$ cat config.mk
export PLATFORM = sky130hd
export DESIGN_NAME = pw_trigger_sequencer_flat
export DESIGN_NICKNAME = d
export VERILOG_FILES = /design/src/rtl/pw_trigger_sequencer_pkg.sv /design/src/rtl/pw_trigger_sequencer_if.sv /design/src/rtl/pw_trigger_sequencer_table.sv /design/src/rtl/pw_trigger_sequencer.sv /design/src/flat_wrapper.sv
export SDC_FILE = /design/constraint.sdc
export NUM_CORES = 1
export LEC_CHECK = 0
export ABC_AREA = 1
export CORE_ASPECT_RATIO = 0.6
export CORE_MARGIN = 4
export CORE_UTILIZATION = 53
export DETAILED_ROUTE_END_ITERATION = 10
export PLACE_DENSITY = 0.77
export SLEW_MARGIN = 20
export SYNTH_ARGS = -nofsm -noshare
export SYNTH_HDL_FRONTEND = slang
export SYNTH_HIERARCHICAL = 1
export SYNTH_SLANG_ARGS = --single-unit
export TNS_END_PERCENT = 5
$ cat constraint.sdc
create_clock -name trigger_clk -period 23.5 [get_ports trigger_clk]
set_input_delay 4.7 -clock trigger_clk [delete_from_list [all_inputs] [get_ports trigger_clk]]
set_output_delay 4.7 -clock trigger_clk [all_outputs]
set_load 0.1 [all_outputs]
$ cat src/rtl/pw_trigger_sequencer_pkg.sv
// pw_trigger_seq_pkg: shared states, default widths and table entry type for the trigger sequencer
package pw_trigger_seq_pkg;
  localparam int DELAY_W   = 20;
  localparam int WIDTH_W   = 17;
  localparam int STEP_BITS = 3;
  typedef enum logic [1:0] {IDLE = 2'd0, ARMED = 2'd1, DELAY = 2'd2, PULSE = 2'd3} state_e;
  typedef struct packed {
    logic [DELAY_W-1:0] delay;
    logic [WIDTH_W-1:0] width;
  } entry_t;
endpackage

$ cat src/rtl/pw_trigger_sequencer_if.sv
// pw_trigger_sequencer_if: control, table-write and status signals of the trigger sequencer
interface pw_trigger_sequencer_if
  import pw_trigger_seq_pkg::*;
#(
  parameter int DW = DELAY_W,
  parameter int WW = WIDTH_W,
  parameter int SB = STEP_BITS
);
  logic          I_match_pulse;
  logic          I_arm;
  logic          I_disarm;
  logic          I_rearm;
  logic [SB-1:0] I_num_steps;
  logic          I_wr_en;
  logic [SB-1:0] I_wr_addr;
  logic [DW-1:0] I_wr_delay;
  logic [WW-1:0] I_wr_width;
  logic          O_trigger;
  logic          O_armed;
  logic          O_busy;
  logic [SB-1:0] O_step;
  logic          O_done_pulse;
  logic          O_overrun;
  logic          O_wr_reject;
  modport master (
    output I_match_pulse, I_arm, I_disarm, I_rearm, I_num_steps, I_wr_en, I_wr_addr, I_wr_delay, I_wr_width,
    input  O_trigger, O_armed, O_busy, O_step, O_done_pulse, O_overrun, O_wr_reject
  );
  modport slave (
    input  I_match_pulse, I_arm, I_disarm, I_rearm, I_num_steps, I_wr_en, I_wr_addr, I_wr_delay, I_wr_width,
    output O_trigger, O_armed, O_busy, O_step, O_done_pulse, O_overrun, O_wr_reject
  );
endinterface

$ cat src/rtl/pw_trigger_sequencer_table.sv
// pw_trigger_seq_table: (delay, width) register file, sync write, async read, async clear
module pw_trigger_seq_table #(
  parameter int DW = 20,
  parameter int WW = 17,
  parameter int SB = 3
) (
  input  logic          clk,
  input  logic          rst,
  input  logic          we,
  input  logic [SB-1:0] waddr,
  input  logic [DW-1:0] wdelay,
  input  logic [WW-1:0] wwidth,
  input  logic [SB-1:0] raddr,
  output logic [DW-1:0] rdelay,
  output logic [WW-1:0] rwidth
);
  localparam int N = 2 ** SB;
  logic [DW-1:0] dly_q [N];
  logic [DW-1:0] dly_d [N];
  logic [WW-1:0] wid_q [N];
  logic [WW-1:0] wid_d [N];
  always_comb begin
    dly_d = dly_q;
    wid_d = wid_q;
    if (we) begin
      dly_d[waddr] = wdelay;
      wid_d[waddr] = wwidth;
    end
  end
  always_ff @(posedge clk or posedge rst)
    if (rst) begin
      dly_q <= '{default: '0};
      wid_q <= '{default: '0};
    end else begin
      dly_q <= dly_d;
      wid_q <= wid_d;
    end
  assign rdelay = dly_q[raddr];
  assign rwidth = wid_q[raddr];
endmodule

$ cat src/rtl/pw_trigger_sequencer.sv
// pw_trigger_sequencer: plays a table of (delay, width) pulses on O_trigger after one armed match
module pw_trigger_sequencer
  import pw_trigger_seq_pkg::*;
#(
  parameter int pTRIGGER_DELAY_WIDTH = DELAY_W,
  parameter int pTRIGGER_WIDTH_WIDTH = WIDTH_W,
  parameter int pSTEP_BITS           = STEP_BITS
) (
  input logic trigger_clk,
  input logic reset_i,
  pw_trigger_sequencer_if.slave bus
);
  localparam int DW = pTRIGGER_DELAY_WIDTH;
  localparam int WW = pTRIGGER_WIDTH_WIDTH;
  localparam int SB = pSTEP_BITS;
  localparam int CW = (DW > WW) ? DW : WW;
  state_e        state_q, state_d;
  logic [CW-1:0] cnt_q, cnt_d;
  logic [SB-1:0] step_q, step_d, last_q, last_d;
  logic          trig_q, trig_d, ovr_q, ovr_d, rej_q, rej_d;
  logic [DW-1:0] dly;
  logic [WW-1:0] wid;
  logic [CW-1:0] wid_e;
  logic          busy, pulse_end, seq_end;
  pw_trigger_seq_table #(.DW(DW), .WW(WW), .SB(SB)) u_table (
    .clk    (trigger_clk),
    .rst    (reset_i),
    .we     (bus.I_wr_en && state_q == IDLE),
    .waddr  (bus.I_wr_addr),
    .wdelay (bus.I_wr_delay),
    .wwidth (bus.I_wr_width),
    .raddr  (step_q),
    .rdelay (dly),
    .rwidth (wid)
  );
  assign busy      = state_q == DELAY || state_q == PULSE;
  assign wid_e     = (wid == '0) ? CW'(1) : CW'(wid);
  assign pulse_end = state_q == PULSE && cnt_q >= wid_e;
  assign seq_end   = pulse_end && step_q == last_q;
  always_comb begin
    state_d = state_q;
    cnt_d   = cnt_q;
    step_d  = step_q;
    last_d  = last_q;
    trig_d  = trig_q;
    ovr_d   = (ovr_q && !bus.I_arm) || (bus.I_match_pulse && busy);
    rej_d   = (rej_q && !bus.I_arm) || (bus.I_wr_en && state_q != IDLE);
    if (bus.I_disarm) begin
      state_d = IDLE;
      cnt_d   = '0;
      step_d  = '0;
      trig_d  = 1'b0;
    end else
      case (state_q)
        IDLE:  state_d = bus.I_arm ? ARMED : IDLE;
        ARMED: if (bus.I_match_pulse) begin
          state_d = DELAY;
          cnt_d   = '0;
          step_d  = '0;
          last_d  = bus.I_num_steps;
        end
        DELAY: if (cnt_q == CW'(dly)) begin
          state_d = PULSE;
          trig_d  = 1'b1;
          cnt_d   = CW'(1);
        end else cnt_d = cnt_q + 1'b1;
        PULSE: if (pulse_end) begin
          trig_d  = 1'b0;
          cnt_d   = '0;
          step_d  = seq_end ? '0 : step_q + 1'b1;
          state_d = !seq_end ? DELAY : bus.I_rearm ? ARMED : IDLE;
        end else cnt_d = cnt_q + 1'b1;
        default: state_d = IDLE;
      endcase
  end
  always_ff @(posedge trigger_clk or posedge reset_i)
    if (reset_i) begin
      state_q <= IDLE;
      cnt_q   <= '0;
      step_q  <= '0;
      last_q  <= '0;
      trig_q  <= 1'b0;
      ovr_q   <= 1'b0;
      rej_q   <= 1'b0;
    end else begin
      state_q <= state_d;
      cnt_q   <= cnt_d;
      step_q  <= step_d;
      last_q  <= last_d;
      trig_q  <= trig_d;
      ovr_q   <= ovr_d;
      rej_q   <= rej_d;
    end
  assign bus.O_trigger    = trig_q;
  assign bus.O_armed      = state_q == ARMED;
  assign bus.O_busy       = busy;
  assign bus.O_step       = busy ? step_q : '0;
  assign bus.O_done_pulse = seq_end && !bus.I_disarm;
  assign bus.O_overrun    = ovr_q;
  assign bus.O_wr_reject  = rej_q;
endmodule

$ cat src/flat_wrapper.sv
// flat-port wrapper written by rule: the top's interface ports become plain ports
module pw_trigger_sequencer_flat import pw_trigger_seq_pkg::*;
#(
  parameter int pTRIGGER_DELAY_WIDTH = DELAY_W,
  parameter int pTRIGGER_WIDTH_WIDTH = WIDTH_W,
  parameter int pSTEP_BITS           = STEP_BITS
)
  (trigger_clk, reset_i, bus_I_match_pulse, bus_I_arm, bus_I_disarm, bus_I_rearm, bus_I_num_steps, bus_I_wr_en, bus_I_wr_addr, bus_I_wr_delay, bus_I_wr_width, bus_O_trigger, bus_O_armed, bus_O_busy, bus_O_step, bus_O_done_pulse, bus_O_overrun, bus_O_wr_reject);
  pw_trigger_sequencer_if bus_i ();
  input logic trigger_clk;
  input logic reset_i;
  input wire logic [$bits(bus_i.I_match_pulse)-1:0] bus_I_match_pulse;
  input wire logic [$bits(bus_i.I_arm)-1:0] bus_I_arm;
  input wire logic [$bits(bus_i.I_disarm)-1:0] bus_I_disarm;
  input wire logic [$bits(bus_i.I_rearm)-1:0] bus_I_rearm;
  input wire logic [$bits(bus_i.I_num_steps)-1:0] bus_I_num_steps;
  input wire logic [$bits(bus_i.I_wr_en)-1:0] bus_I_wr_en;
  input wire logic [$bits(bus_i.I_wr_addr)-1:0] bus_I_wr_addr;
  input wire logic [$bits(bus_i.I_wr_delay)-1:0] bus_I_wr_delay;
  input wire logic [$bits(bus_i.I_wr_width)-1:0] bus_I_wr_width;
  output wire logic [$bits(bus_i.O_trigger)-1:0] bus_O_trigger;
  output wire logic [$bits(bus_i.O_armed)-1:0] bus_O_armed;
  output wire logic [$bits(bus_i.O_busy)-1:0] bus_O_busy;
  output wire logic [$bits(bus_i.O_step)-1:0] bus_O_step;
  output wire logic [$bits(bus_i.O_done_pulse)-1:0] bus_O_done_pulse;
  output wire logic [$bits(bus_i.O_overrun)-1:0] bus_O_overrun;
  output wire logic [$bits(bus_i.O_wr_reject)-1:0] bus_O_wr_reject;
  assign bus_i.I_match_pulse = bus_I_match_pulse;
  assign bus_i.I_arm = bus_I_arm;
  assign bus_i.I_disarm = bus_I_disarm;
  assign bus_i.I_rearm = bus_I_rearm;
  assign bus_i.I_num_steps = bus_I_num_steps;
  assign bus_i.I_wr_en = bus_I_wr_en;
  assign bus_i.I_wr_addr = bus_I_wr_addr;
  assign bus_i.I_wr_delay = bus_I_wr_delay;
  assign bus_i.I_wr_width = bus_I_wr_width;
  assign bus_O_trigger = bus_i.O_trigger;
  assign bus_O_armed = bus_i.O_armed;
  assign bus_O_busy = bus_i.O_busy;
  assign bus_O_step = bus_i.O_step;
  assign bus_O_done_pulse = bus_i.O_done_pulse;
  assign bus_O_overrun = bus_i.O_overrun;
  assign bus_O_wr_reject = bus_i.O_wr_reject;
  pw_trigger_sequencer #(.pTRIGGER_DELAY_WIDTH(pTRIGGER_DELAY_WIDTH), .pTRIGGER_WIDTH_WIDTH(pTRIGGER_WIDTH_WIDTH), .pSTEP_BITS(pSTEP_BITS)) u_core (.trigger_clk(trigger_clk), .reset_i(reset_i), .bus(bus_i));
endmodule
==> out/results.txt <==
Status: finished, final reports clean
Initial Util: 53.9%
Max-slew headroom: 35.5%
Share of layout cells above drive strength 1: 6.49%
DP Wirelength: 25900 um
LEAKAGE: 10.2 nW
CTS sink cnt: 327
Seq/Total Area, Yosys: 46.7%
Routed Wire Length: 43800 um
Min-Delay Path Class: flip-flop to flip-flop
Synth warn: 6
Ant. Diodes: 0
Worst path arrival time: 6.50 ns
Synth Flop Type: dfrtp_1
First-pass GRT wire length: 73000 um
# setup viols final: 0
P&R area growth vs syn: 9.41%
Fin crit period: 11.20 ns
Total negative setup slack: 0 ns
Pins Over Slew Limit: 0
Clock power share: 25.1%
Clock tree buffer depth: 3
Power Density: 114 mW/mm2
Cell Rows: 51
Post-route DRC: 0
Skew final: 0.00626 ns
PortBufs: 58
Post-Layout Cell Count: 2813
Remaining antenna violation count: 0
EDFF count, synth: 0
NetSw: 0.000775 W
Worst EP required: 18.80 ns
Post-synth cell types: 43
CTS Root Cell: clkbuf_16
Comb power frac: 31.4%
Top Ports: 59
Count leader, synth: nand2_1
Worst-path clk slew: 0.06 ns
CTS tree: done
Synth cell count leaders: nand2_1, inv_1, dfrtp_1
Worst reg-to-reg setup slack: 18.67 ns
Die height: 149 um
Pre-antenna DRT Iters: 5
Core footprint: 0.0325 mm2
P_int: 0.00141 W
Cells after Synth: 2381
GRT Total Usage: 24.5%
Number of max-cap violations: 0
Vias in the first global route: 14.1k
TritonCTS Buffers: 31
Synth Register Bits: 327
Post-CTS sizing: 0
Post-synth ARST share: 100%
H-tree depth: 1
Die footprint: 0.0361 mm2
Switching Fraction: 35.4%
Fmax: 89.3 MHz
Leading area contributor after synthesis: dfrtp_1
Largest net degree at the start of global routing: 103
Element type at the critical path end: output port
Post-CTS Setup Bufs: 0
Sequential power share: 43.4%
Fin util: 59.0%
Syn Nets: 2450
Syn Std Cell Area: 0.0175 mm2
Mean cell area of the mapped netlist: 7.36 um2
Synth top area share: 46.7%
Nets: 2434
Initial antenna violation count: 0
Placed Cells: 2756
Vias/cell: 5.22
DR vias: 14.7k
Final period util: 47.7%
Placed cell area: 0.0180 mm2
DIE WIDTH: 243 um
CTS Hold Bufs: 0
Ranking of synthesized cells by area: dfrtp_1, nand2_1, inv_1, o21ai_0, nand3_1
Setup CP Type: input pin to output port
Final hold slack: 0.484 ns
Hold Violations, Final: 0
Worst Path Max Fanout: 7
Critical path launch point type: input pin
GR Overflow Total: 0
RSZ-0062 raised after global routing: no
WL per Instance: 15.6 um
DRT iter0 DRCs: 1313
Gpl congestion: 0.857
Final Instance Area: 0.0192 mm2
Latest clock arrival within the worst-skew pair: 0.57 ns
Worst VDD drop: 0.0000804 V
Slew @ Worst Pin: 0.964 ns
cell families (layout without fill, tap and decap cells):
kind of cell | count (synthesis) | after routing | synth area share (%)
flip-flops | 327 | 327 | 46.7
adder cells (fa/ha/maj) | 19 | 19 | 1.36
buffers and inverters | 532 | 540 | 13.1
XOR/XNOR | 35 | 35 | 1.75
AO/OA/AOI/OAI | 334 | 334 | 10.5
AND/OR/NAND/NOR | 1132 | 1132 | 26.4
multiplexers | 2 | 2 | 0.129
stage by stage:
step           worst slack, ns  power, W
2_1_floorplan            10.62   0.00147
5_1_grt                  12.26   0.00237
6_report                 12.30   0.00219
3_5_place_dp             12.31   0.00164
3_3_place_gp             12.30   0.00159
4_1_cts                  12.30   0.00220
critical path, cell delays in order:
cell	delay (ns)
clkdlybuf4s50_1	0.52
nor2_1	0.14
clkdlybuf4s50_1	1.14
power by group through the flow:
stage               sequential (W)  combinational [W]  clock [W]
floorplan                 0.000935           0.000540          0
global placement          0.000939           0.000648          0
detailed placement        0.000955           0.000682          0
CTS                       0.000947           0.000688   0.000562
global route              0.000978           0.000807   0.000588
finish                    0.000950           0.000687   0.000550
state kept, by name (all words and copies together) (netlist names):
| signal | count |
|---|---|
| u_core/u_table/dly_q | 160 |
| u_core/step_q | 3 |
| u_core/cnt_q | 20 |
| u_core/bus.O_wr_reject | 1 |
| u_core/state_q | 2 |
| u_core/bus.O_trigger | 1 |
| u_core/u_table/wid_q | 136 |
| u_core/last_q | 3 |
| u_core/bus.O_overrun | 1 |
cell type report:
class                           count  area, um2
Clock inverter                     19        275
Inverter                          405       1530
Sequential cell                   327       8190
Multi-Input combinational cell   1522       7070
Fill cell                        2922      13300
Tap cell                          424        531
Timing Repair Buffer               78        731
Clock buffer                       38        842
cells in the final DEF (no fill, tap or decap), types with 3 or more instances in the layout:
cell type	n
nand2_4	5
ha_1	19
a21oi_1	7
nand2_2	5
nor2_1	36
clkdlybuf4s50_1	58
bufinv_16	7
nor3_1	5
o21ai_1	76
buf_4	20
nand3_2	4
dfrtp_1	325
nand3_1	165
clkinv_2	11
nand2_1	884
inv_2	6
nor2_2	6
o21ai_0	206
clkbuf_8	4
nand4_1	8
clkbuf_16	31
clkbuf_1	3
inv_1	395
xnor2_1	10
o21ai_2	39
xor2_1	25
per-layer routing:
layer	GRT usage (%)	share of wire, %	up-vias
met1	35.2	46	6935
met3	3.65	6.2	75
met5	0	0	-
li1	-	-	7219
met4	6.11	2.5	0
met2	39.5	45	460
final timing paths:
| path | startpoint | end | cells after the start |
|---|---|---|---|
| setup / recovery | bus_I_disarm | bus_O_done_pulse | 3 |
| max in group asynchronous | reset_i | u_core/u_table/wid_q[46] | 4 |
| setup reg to reg | u_core/step_q[0] | u_core/cnt_q[16] | 23 |
| hold reg to reg | u_core/u_table/dly_q[24] | u_core/u_table/dly_q[24] | 2 |
| hold / removal | u_core/u_table/dly_q[24] | u_core/u_table/dly_q[24] | 2 |
| min in group asynchronous | reset_i | u_core/u_table/dly_q[31] | 2 |
Note: power is estimated with default switching activity, not from simulation.
